`config.mk`:
```
export PLATFORM = sky130hd
export DESIGN_NAME = rr_mux8_arbiter
export DESIGN_NICKNAME = d
export VERILOG_FILES = /design/src/rtl/rr_mux8_arbiter.sv
export SDC_FILE = /design/constraint.sdc
export NUM_CORES = 1
export LEC_CHECK = 0
export CORE_ASPECT_RATIO = 1.5
export CORE_MARGIN = 5
export CORE_UTILIZATION = 56
export DETAILED_ROUTE_END_ITERATION = 8
export GPL_TIMING_DRIVEN = 0
export HOLD_SLACK_MARGIN = 0.08
export PLACE_DENSITY = 0.79
export SYNTH_ARGS = -nofsm -noshare
export SYNTH_HDL_FRONTEND = slang
export SYNTH_SLANG_ARGS = --single-unit
```
`constraint.sdc`:
```
create_clock -name clk_in -period 3.82 [get_ports clk_in]
set_input_delay 0.573 -clock clk_in [delete_from_list [all_inputs] [get_ports clk_in]]
set_output_delay 0.573 -clock clk_in [all_outputs]
set_load 0.01 [all_outputs]
```
`src/rtl/rr_mux8_arbiter.sv`:
```
// ---------------------------------------------------------------------------
// rr_mux8_arbiter
//
// Round-robin arbiter and sequencer for one shared 8:1 bit-mux channel.
// Eight requesters compete for the channel and one winner holds it at a time.
// Each tenure is capped at MAX_BURST cycles so nobody starves the others.
// The selected data bit comes back registered, one cycle behind the grant.
//
// Ports:
//   clk_in       in   1  clock, all state changes on the rising edge
//   rst_in       in   1  synchronous active-high reset
//   req_in       in   8  request vector, bit i = requester i wants the channel
//   data_in      in   8  mux data inputs, bit i belongs to requester i
//   gnt_out      out  8  registered one-hot grant, zero when idle
//   sel_out      out  3  registered mux select (index of the granted requester)
//   valid_out    out  1  high while a grant is active
//   y_out        out  1  registered data_in[sel_out]
//   y_valid_out  out  1  qualifies y_out, valid_out delayed one cycle
// ---------------------------------------------------------------------------
module rr_mux8_arbiter #(
  parameter int MAX_BURST = 4,
  parameter int CNT_W     = 4
) (
  input  logic       clk_in,
  input  logic       rst_in,
  input  logic [7:0] req_in,
  input  logic [7:0] data_in,
  output logic [7:0] gnt_out,
  output logic [2:0] sel_out,
  output logic       valid_out,
  output logic       y_out,
  output logic       y_valid_out
);

  typedef enum logic {
    IDLE,
    GRANT
  } state_t;

  localparam logic [CNT_W-1:0] MAX_CNT = CNT_W'(MAX_BURST);

  state_t           state;
  logic [2:0]       ptr;
  logic [CNT_W-1:0] cnt;

  logic [2:0]       pick_start;
  logic [2:0]       pick_idx;
  logic             pick_found;
  logic             hold;

  // Scan req starting at 'start' and wrapping mod 8. Walking the offsets from
  // the far end down to zero means the last hit written is the nearest one,
  // so the lowest offset from 'start' wins.
  function automatic logic [3:0] pick(input logic [7:0] req, input logic [2:0] start);
    logic [2:0] idx;
    logic [3:0] result;
    result = {1'b0, start};
    for (int k = 7; k >= 0; k--) begin
      idx = start + 3'(k);
      if (req[idx]) begin
        result = {1'b1, idx};
      end
    end
    return result;
  endfunction

  // Work out who would win this cycle. In IDLE the scan starts at the saved
  // pointer. During a grant it starts just past the current holder, which puts
  // the holder last in line when its tenure ends.
  always_comb begin
    pick_start = (state == GRANT) ? (sel_out + 3'd1) : ptr;
    {pick_found, pick_idx} = pick(req_in, pick_start);
    hold = (state == GRANT) && req_in[sel_out] && (cnt < MAX_CNT);
  end

  // Main sequencer. The registered data bit is computed from the grant that
  // was active before this edge, so y_out trails the grant by one cycle.
  // On release the next winner is granted on the same edge, with no idle
  // bubble between tenures.
  always_ff @(posedge clk_in) begin
    if (rst_in) begin
      state       <= IDLE;
      ptr         <= 3'd0;
      cnt         <= '0;
      gnt_out     <= 8'd0;
      sel_out     <= 3'd0;
      valid_out   <= 1'b0;
      y_out       <= 1'b0;
      y_valid_out <= 1'b0;
    end else begin
      y_out       <= valid_out ? data_in[sel_out] : 1'b0;
      y_valid_out <= valid_out;
      case (state)
        IDLE: begin
          if (pick_found) begin
            state     <= GRANT;
            sel_out   <= pick_idx;
            gnt_out   <= 8'd1 << pick_idx;
            valid_out <= 1'b1;
            cnt       <= CNT_W'(1);
          end
        end
        GRANT: begin
          if (hold) begin
            cnt <= cnt + CNT_W'(1);
          end else begin
            ptr <= sel_out + 3'd1;
            if (pick_found) begin
              sel_out   <= pick_idx;
              gnt_out   <= 8'd1 << pick_idx;
              valid_out <= 1'b1;
              cnt       <= CNT_W'(1);
            end else begin
              state     <= IDLE;
              sel_out   <= 3'd0;
              gnt_out   <= 8'd0;
              valid_out <= 1'b0;
              cnt       <= '0;
            end
          end
        end
        default: begin
          state <= IDLE;
        end
      endcase
    end
  end

endmodule
```
==> flow_metrics.py, run 1 <==
metrics = {
    "global_routing": {
        "grt_overflow": 0,
        "gr-usage-all-layers_pct": 24.2,
        "grt_max_degree": 20,
        "antenna_found_initial": 0,
        "first_global_vias": 2163,
        "grt_pass1_wl_um": 10700,
    },
    "finish": {
        "antenna_cells": 0,
        "final_util_pct": 69.0,
        "layout.cells.non_filler": 335,
        "final_nets": 313,
        "final_common_cell": "clkdlybuf4s50_1",
        "areaGrowthSynthToFinish_pct": 18.6,
        "final_cell_mix": "29 x clkdlybuf4s50_1, 27 x nor2_1, 21 x dfxtp_1",
        "final_layout_size_suffix_gt1_share_pct": 21.4,
    },
    "clocking": {
        "cts-root-buf": "clkbuf_8",
        "numClockSinks": 22,
        "cts_tree": "built",
        "clkLatencyLatePin_ns": 0.25,
        "cts_buffer_depth": 2,
        "cts_buffers": 3,
        "cts_hold_buf": 0,
        "htree_levels": 1,
        "path_clk_slew_ns": 0.07,
    },
    "timing": {
        "period_share_pct": 94.9,
        "max_freq_ghz": 0.276,
        "fin_crit_ns": 3.62,
        "worst_pin_slew_ns": 0.655,
        "fin_tns_setup_ns": 0,
        "slew_headroom_pct": 56.0,
        "clock-skew-final_ns": 0.00169,
        "timing.hold.ws_ns": 0.471,
        "slew_viol_final": 0,
        "fin_ws_ns": 0.196,
        "finalSetupViolations": 0,
        "finalHoldViolCount": 0,
    },
    "outcome": {
        "status": "finished clean",
    },
    "logic_synthesis": {
        "seq_area_frac_synth_pct": 19.1,
        "async_flop_share_pct": 0,
        "ys_warn_count": 0,
        "avgSynthCellArea_um2": 9.03,
        "syn-cell-area_um2": 2300,
        "syn_inst": 255,
        "synth_fp_nets": 276,
        "synth.distinct_cells": 68,
        "synth_top_flop_cell": "dfxtp_1",
        "synth_top_area_share_pct": 19.1,
        "synth-edff-count": 0,
        "ys_top_cells_by_area": "dfxtp_1 19%, mux4_2 9.8%, mux2i_1 8.7%, nor2_1 4.4%, a21oi_1 4.3%",
        "synth_top_area_cell": "dfxtp_1",
        "synth_seq_cells": 22,
    },
    "floorplan": {
        "die_y_um": 88.6,
        "core-area_um2": 3960,
        "die_area_um2": 5520,
        "num_io_pins": 32,
        "die_x_um": 62.4,
        "start_util_pct": 58.2,
        "row_count": 28,
    },
    "critical_path": {
        "critPathMaxFanout": 19,
        "path_delay_family": "compound AO/OA/AOI/OAI gates",
        "crit_type": "flip-flop to flip-flop",
        "worst-r2r-cell-count": 17,
        "cp_slowest_cell": "ha_2",
        "critPathLaunchType": "flip-flop",
        "cp_cell_sequence": "ha_2 > mux2i_4 > inv_2 > buf_6 > ha_1 > inv_1 > a211o_1 > nand2_2 > mux2_2 > o211ai_1 > buf_4 > nor4b_4 > buf_4 > a21oi_2 > nor2_2 > buf_6 > a22o_1",
        "max_stage_delay_ns": 0.41,
        "end_kind": "flip-flop",
        "cp.required_ns": 3.97,
        "r2r_slack_ns": 0.20,
        "r2r-start": "sel_out[1]",
        "path_buf_inv": 6,
        "rr_endpoint": "sel_out[1]",
        "critPathArrivalTime_ns": 3.77,
    },
    "placement": {
        "dp_cells": 329,
        "dp_hpwl_um": 4970,
        "port_buffers": 29,
        "gp_congestion": 0.941,
        "pre_cts_ws_ns": -0.386,
    },
    "route": {
        "drt_iter0_markers": 160,
        "route.detailed.drc": 0,
        "route.vias.total": 2197,
        "ant_nets": 0,
        "dr.pass1.iters": 4,
        "viasPerCell": 6.56,
        "drt_wl_total_um": 6320,
        "wl_per_cell_um": 18.9,
    },
    "flow_run": {
        "cap_violations": 0,
    },
    "worst_hold_path": {
        "whs_path_depth": 1,
        "hp-start": "gnt_out[4]",
        "hp-class": "flip-flop to flip-flop",
        "min_to": "gnt_out[4]",
    },
    "power": {
        "ir_drop_mv": 0.459,
        "p_per_area_nw_per_um2": 678,
        "power.leakage_nw": 1.09,
    },
}
## registers in the layout, summed over array words and instances, names as in the netlist
register,flops
gnt_out,8
cnt,4
ptr,3
sel_out,3
state,1
valid_out,1
y_out,1
y_valid_out,1
## routing by layer
metal	wire length, um	track usage [%]	vias to the layer above
met4	437	16.4	0
met3	338	2.80	29
met5	0	0	-
li1	-	-	1048
met1	2360	27.6	1026
met2	3180	42.5	94
## through the flow
stage	cell area, um2	power (mW)
2_1_floorplan	2300	1.34
3_3_place_gp	2650	1.66
3_5_place_dp	2650	1.67
4_1_cts	2700	1.82
5_1_grt	2730	2.01
6_report	2730	1.85
## cells in the mapped netlist (3+ instances only)
| library cell | n |
|---|---|
| and2_1 | 3 |
| o211ai_1 | 4 |
| a22oi_1 | 3 |
| nor2b_1 | 3 |
| dfxtp_1 | 22 |
| o21ai_0 | 13 |
| clkbuf_1 | 9 |
| ha_1 | 3 |
| a22o_1 | 4 |
| buf_6 | 8 |
| nand3_1 | 7 |
| mux4_2 | 10 |
| mux2_2 | 4 |
| a32o_1 | 8 |
| a21o_1 | 4 |
| a211o_1 | 3 |
| inv_1 | 6 |
| nor2_1 | 27 |
| a21oi_1 | 20 |
| mux2i_1 | 20 |
| nand2_1 | 12 |
| nand2b_1 | 3 |
## layout make-up
| class | count | area [um2] |
|---|---|---|
| multi-input combinational | 202 | 1690 |
| fill | 329 | 1230 |
| sequential | 22 | 442 |
| timing repair buffer | 33 | 320 |
| buffer | 22 | 154 |
| tap | 45 | 56.3 |
| clock buffer | 3 | 41.3 |
| inverter | 8 | 30.0 |
## worst reg2reg max path: cells and delay by family, from the launching register on
kind,cells,cell delay [ns]
AOI/OAI and AO/OA,4,0.90
adders and majority gates,2,0.67
buffers and inverters,6,0.89
DFF,1,0.37
muxes,2,0.47
and+or+nand+nor,3,0.24
## timing repair
action	in CTS	in global routing
pin swaps	1	1
buffers inserted	2	2
gates resized for setup	1	4
setup endpoints to repair	16	15
## where the power goes
| part | internal [mW] | switching (mW) |
|---|---|---|
| logic | 0.629 | 0.763 |
| registers | 0.286 | 0.0406 |
| clock network | 0.0702 | 0.0657 |
| total | 0.985 | 0.869 |
## worst max-delay path by stage
| stage | from | end | slack (ns) | cells past startpoint |
|---|---|---|---|---|
| 2_1_floorplan | sel_out[1] | gnt_out[2] | 0.26 | 13 |
| 3_3_place_gp | sel_out[1] | gnt_out[1] | -0.36 | 15 |
| 3_5_place_dp | sel_out[1] | gnt_out[3] | -0.39 | 15 |
| 4_1_cts | sel_out[1] | gnt_out[0] | 0.05 | 14 |
| 5_1_grt | sel_out[1] | sel_out[1] | -0.01 | 17 |
| 6_report | sel_out[1] | sel_out[1] | 0.20 | 17 |
## logic make-up (layout without fill, tap and decap cells)
group	count (synthesis)	count (layout)	synth area share (%)
xor+xnor	4	4	2.17
mux	35	35	21.4
buf+inv	31	66	8.15
flops	22	22	19.1
simple gates	74	74	19.0
compound gates	86	86	28.6
fa+ha+maj	3	3	1.63
Power figures use the tool's default switching activity.
==> run 2, diff against run 1 <==
- PLACE_DENSITY: 0.79 -> 0.87
==> run 2 against run 1 <==
  * Setup slack worse by 0.048 ns
  * Combinational power is essentially flat
  * Largest cell class unchanged
  * Total power increased by 4.4%
  * Largest power group unchanged
  * Final cell count did not move
  * Cell area is 0.78% higher
  * Critical path depth fell by 3
  * Core utilization grew 0.54 points
  * Maximum frequency shrank 1.3%
  * Register-to-register slack got worse by 0.05 ns
==> flow_metrics.py, run 2 (same netlist as run 1, synthesis figures left out) <==
metrics = {
    "worst_hold_path": {
        "hp-class": "flip-flop to flip-flop",
        "hp-start": "gnt_out[0]",
        "min_to": "gnt_out[0]",
        "whs_path_depth": 1,
    },
    "finish": {
        "final_common_cell": "clkdlybuf4s50_1",
        "final_cell_mix": "29 x clkdlybuf4s50_1, 27 x nor2_1, 21 x dfxtp_1",
        "layout.cells.non_filler": 335,
        "regArea_um2": 442,
        "final_util_pct": 69.6,
        "final_layout_size_suffix_gt1_share_pct": 21.7,
        "areaGrowthSynthToFinish_pct": 19.6,
        "reg_top3": "gnt_out (8), cnt (4)",
        "final_nets": 312,
        "fill_cells": 327,
        "multiInputGateArea_um2": 1690,
        "regMostFlops": "gnt_out",
        "largest_reg_flops": 8,
        "antenna_cells": 0,
    },
    "global_routing": {
        "grt_overflow": 0,
        "first_global_vias": 2275,
        "grt_pass1_wl_um": 10700,
        "antenna_found_initial": 0,
        "gr-usage-all-layers_pct": 24.5,
        "grt_max_degree": 20,
    },
    "floorplan": {
        "die_y_um": 88.6,
        "num_io_pins": 32,
        "start_util_pct": 58.2,
        "die_area_um2": 5520,
        "core-area_um2": 3960,
        "row_count": 28,
        "die_x_um": 62.4,
    },
    "placement": {
        "dp_cells": 329,
        "dp_hpwl_um": 5080,
        "gp_congestion": 1.00,
        "port_buffers": 29,
    },
    "clocking": {
        "cts-root-buf": "clkbuf_8",
        "cts_hold_buf": 0,
        "clkLatencyLatePin_ns": 0.27,
        "cts_tree": "built",
        "cts_buffers": 3,
        "path_clk_slew_ns": 0.08,
        "htree_levels": 1,
        "cts_buffer_depth": 2,
        "numClockSinks": 22,
    },
    "critical_path": {
        "end_kind": "flip-flop",
        "max_stage_delay_ns": 0.41,
        "r2r_slack_ns": 0.15,
        "worst-r2r-cell-count": 14,
        "critPathArrivalTime_ns": 3.84,
        "path_buf_inv": 3,
        "path_delay_family": "compound AO/OA/AOI/OAI gates",
        "crit_type": "flip-flop to flip-flop",
        "r2r-start": "sel_out[1]",
        "rr_endpoint": "gnt_out[5]",
        "critPathMaxFanout": 19,
        "worst_path_most_repeated_cell": "a211o_1",
        "critPathLaunchType": "flip-flop",
        "cp_cell_sequence": "ha_2 > mux2i_4 > inv_2 > buf_6 > ha_1 > inv_1 > a211o_1 > nand2_2 > mux2i_2 > o21ai_0 > o311a_1 > a211o_1 > a21o_1 > a32o_1",
        "cp_slowest_cell": "ha_2",
        "cp.required_ns": 3.99,
    },
    "route": {
        "dr.pass1.iters": 5,
        "drt_wl_total_um": 6620,
        "wl_per_cell_um": 19.8,
        "ant_nets": 0,
        "route.detailed.drc": 0,
        "drt_iter0_markers": 194,
        "route.vias.total": 2267,
        "viasPerCell": 6.77,
    },
    "timing": {
        "timing.hold.ws_ns": 0.480,
        "fin_crit_ns": 3.67,
        "period_share_pct": 96.1,
        "worst_pin_slew_ns": 0.628,
        "fin_tns_setup_ns": 0,
        "rsz0062_at_grt": "no",
        "slew_headroom_pct": 57.8,
        "finalSetupViolations": 0,
        "clock-skew-final_ns": 0.00726,
        "finalHoldViolCount": 0,
        "slew_viol_final": 0,
        "max_freq_ghz": 0.272,
    },
    "flow_run": {
        "cap_violations": 0,
    },
    "power": {
        "power.leakage_nw": 1.10,
        "p_total_mw": 1.93,
        "p_per_area_nw_per_um2": 703,
        "ir_drop_mv": 0.533,
    },
    "outcome": {
        "status": "finished clean",
    },
}
==> run 2: cell count changes in the layout (fill, tap and decap cells not counted), sizes merged <==
cell and delta:
buf -1, bufinv +1
==> run 2: worst max-delay path by stage <==
stage | startpoint | to | slack [ns] | cells past startpoint
5_1_grt | sel_out[1] | gnt_out[2] | 0.01 | 16
3_5_place_dp | sel_out[1] | gnt_out[3] | -0.40 | 15
2_1_floorplan | sel_out[1] | gnt_out[2] | 0.26 | 13
6_report | sel_out[1] | gnt_out[5] | 0.15 | 14
3_3_place_gp | sel_out[1] | gnt_out[1] | -0.39 | 15
4_1_cts | sel_out[1] | gnt_out[5] | 0.03 | 13
==> run 2: final cells by class <==
cell class	instances	share of cell area (%)
multi-input cells	202	61.3
well taps	45	2.04
plain buffers	22	5.59
repair buffers	32	11.4
clock buffers	3	1.50
inverters	8	1.09
flip-flops and latches	22	16.0
clock inverters	1	1.09
==> run 2: metal layers <==
metal | wire [um] | part of all wire (%) | GRT usage (%) | vias up
li1 | - | - | - | 1048
met1 | 2280 | 34 | 25.1 | 1053
met2 | 3510 | 53 | 44.7 | 133
met3 | 452 | 6.8 | 2.92 | 33
met4 | 389 | 5.9 | 19.5 | 0
met5 | 0 | 0 | 0 | -
==> run 2: stage by stage <==
step | cell area (um2) | setup WS [ns]
3_5_place_dp | 2650 | -0.398
4_1_cts | 2730 | 0.0298
2_1_floorplan | 2300 | 0.262
3_3_place_gp | 2650 | -0.386
5_1_grt | 2750 | 0.0104
6_report | 2750 | 0.148
==> run 2: timing repair <==
action	4_1_cts	5_1_grt
setup buffers	2	1
setup endpoints to repair	17	14
resized for setup	1	4
pin swaps	1	1
hold endpoints to repair	0	0
==> run 2: power by group <==
part           leakage (nW)  total [mW]  switching, mW  internal (mW)
combinational         0.881        1.39          0.764          0.624
sequential            0.181       0.330         0.0446          0.285
clock                0.0357       0.217         0.0769          0.140
total                  1.10        1.93          0.885           1.05
==> run 3, diff against run 2 <==
- HOLD_SLACK_MARGIN: 0.08 -> default
- PLACE_DENSITY: 0.87 -> 0.9
==> run 3 against run 2 <==
  * Clock-buffer cell count is the same
  * Combinational power is essentially flat
  * Clock skew shrank 0.0012 ns
  * Critical endpoint unchanged
  * Largest cell class unchanged
==> flow_metrics.py, run 3 (same netlist as run 1, synthesis figures left out) <==
metrics = {
    "timing": {
        "period_share_pct": 97.7,
        "clock-skew-final_ns": 0.00604,
        "slew_headroom_pct": 57.2,
        "finalSetupViolations": 0,
        "worst_pin_slew_ns": 0.637,
        "max_freq_ghz": 0.268,
        "finalHoldViolCount": 0,
        "slew_viol_final": 0,
        "fin_crit_ns": 3.73,
        "fin_tns_setup_ns": 0,
    },
    "power": {
        "pwr-share-clk_pct": 10.9,
        "switchingPower_uw": 907,
        "combPwrFrac_pct": 72.4,
        "power.leakage_nw": 1.10,
        "swShare_pct": 46.3,
        "p_per_area_nw_per_um2": 708,
        "p_seq_share_pct": 16.7,
        "ir_drop_mv": 0.626,
        "p_int_mw": 1.05,
        "p_total_mw": 1.96,
    },
    "clocking": {
        "cts_buffer_depth": 2,
        "cts_buffers": 3,
        "cts-root-buf": "clkbuf_8",
        "cts_hold_buf": 0,
        "path_clk_slew_ns": 0.08,
        "numClockSinks": 22,
        "htree_levels": 1,
        "clkLatencyLatePin_ns": 0.26,
        "cts_tree": "built",
    },
    "critical_path": {
        "crit_type": "flip-flop to flip-flop",
        "critPathLaunchType": "flip-flop",
        "r2r_slack_ns": 0.09,
        "cp.required_ns": 3.98,
        "critPathMaxFanout": 19,
        "critPathArrivalTime_ns": 3.89,
        "end_kind": "flip-flop",
    },
    "route": {
        "route.vias.total": 2330,
        "viasPerCell": 6.93,
        "route.detailed.drc": 0,
        "drt_iter0_markers": 232,
        "drt_wl_total_um": 6990,
        "ant_nets": 0,
        "dr.pass1.iters": 6,
        "wl_per_cell_um": 20.8,
    },
    "global_routing": {
        "antenna_found_initial": 0,
        "grt_max_degree": 20,
        "gr-usage-all-layers_pct": 25.0,
        "grt_overflow": 0,
        "grt_util_met2_pct": 46.1,
        "grt-busiest-layer": "met2",
        "grt_use_met3_pct": 1.91,
        "met1_usage_pct": 27.5,
        "first_global_vias": 2271,
        "grt_pass1_wl_um": 11100,
    },
    "floorplan": {
        "row_count": 28,
        "die_area_um2": 5520,
        "start_util_pct": 58.2,
        "die_x_um": 62.4,
        "num_io_pins": 32,
        "core-area_um2": 3960,
        "die_y_um": 88.6,
    },
    "placement": {
        "dp_hpwl_um": 5120,
        "dp_cells": 329,
        "gp_congestion": 1.00,
        "port_buffers": 29,
    },
    "finish": {
        "regMostFlops": "gnt_out",
        "antenna_cells": 0,
        "final_util_pct": 70.0,
        "reg_top3": "gnt_out (8), cnt (4)",
        "final_common_cell": "clkdlybuf4s50_1",
        "layout.cells.non_filler": 336,
        "largest_reg_flops": 8,
        "fill_cells": 305,
        "final_layout_size_suffix_gt1_share_pct": 22.0,
        "areaGrowthSynthToFinish_pct": 20.3,
        "final_nets": 313,
        "final_cell_mix": "29 x clkdlybuf4s50_1, 27 x nor2_1, 21 x dfxtp_1",
    },
    "flow_run": {
        "cap_violations": 0,
    },
    "worst_hold_path": {
        "hp-class": "flip-flop to flip-flop",
    },
    "outcome": {
        "status": "finished clean",
    },
}
[run 3: cell count changes in the layout (fill, tap and decap cells not counted), sizes merged]
cell,delta
buf,+1
[run 3: repair_timing]
item | 4_1_cts | 5_1_grt
pin swaps | 1 | 1
cloned | 0 | 0
gates resized for setup | 2 | 4
setup endpoints to repair | 17 | 12
endpoints found under the hold margin | 0 | 0
buffers inserted | 3 | 1
[run 3: cell type report]
class                   instances  area (um2)  area share [%]
well taps                      45        56.3            2.03
flip-flops and latches         22         442            15.9
clock inverters                 1        30.0            1.08
clock buffers                   3        41.3            1.49
plain buffers                  22         154            5.56
repair buffers                 33         320            11.6
inverters                       8        30.0            1.08
multi-input cells             202        1700            61.2
[run 3: metrics by stage]
| stage | instance area (um2) | hold slack (ns) | setup WS, ns |
|---|---|---|---|
| floorplan | 2300 | 0.470 | 0.262 |
| detailed placement | 2650 | 0.459 | -0.396 |
| global route | 2770 | 0.489 | -0.0104 |
| CTS | 2740 | 0.478 | 0.0112 |
| finish | 2770 | 0.478 | 0.0884 |
| global placement | 2650 | 0.450 | -0.344 |
[run 3: layer usage]
metal  part of all wire, %  routed length, um  vias up
met4                   7.0                491        0
li1                      -                  -     1052
met1                    34               2400     1087
met5                     0                  0        -
met3                   6.5                453       48
met2                    52               3640      143
[run 3: worst paths after layout]
check / start / end / cells after the start
worst max-delay path: sel_out[1] / gnt_out[5] / 14
worst min-delay path: gnt_out[0] / gnt_out[0] / 1
worst max register to register: sel_out[1] / gnt_out[5] / 14
worst min register to register: gnt_out[0] / gnt_out[0] / 1
[run 3: worst max-delay path, stage by stage, from the launching register on]
cell     delay (ns)
dfxtp_2        0.37
ha_2           0.42
mux2i_4        0.13
inv_2          0.09
buf_6          0.18
ha_1           0.26
inv_1          0.11
a211o_1        0.27
nand2_2        0.15
mux2i_4        0.30
o21ai_0        0.19
o311a_1        0.40
a211o_1        0.26
a21o_1         0.21
a32o_1         0.26
[run 3: power groups by stage]
stage | Sequential [mW] | Combinational, mW | Clock [mW]
6_report | 0.327 | 1.42 | 0.214
5_1_grt | 0.333 | 1.52 | 0.229
4_1_cts | 0.326 | 1.36 | 0.217
3_5_place_dp | 0.331 | 1.34 | 0
3_3_place_gp | 0.329 | 1.31 | 0
2_1_floorplan | 0.344 | 0.997 | 0
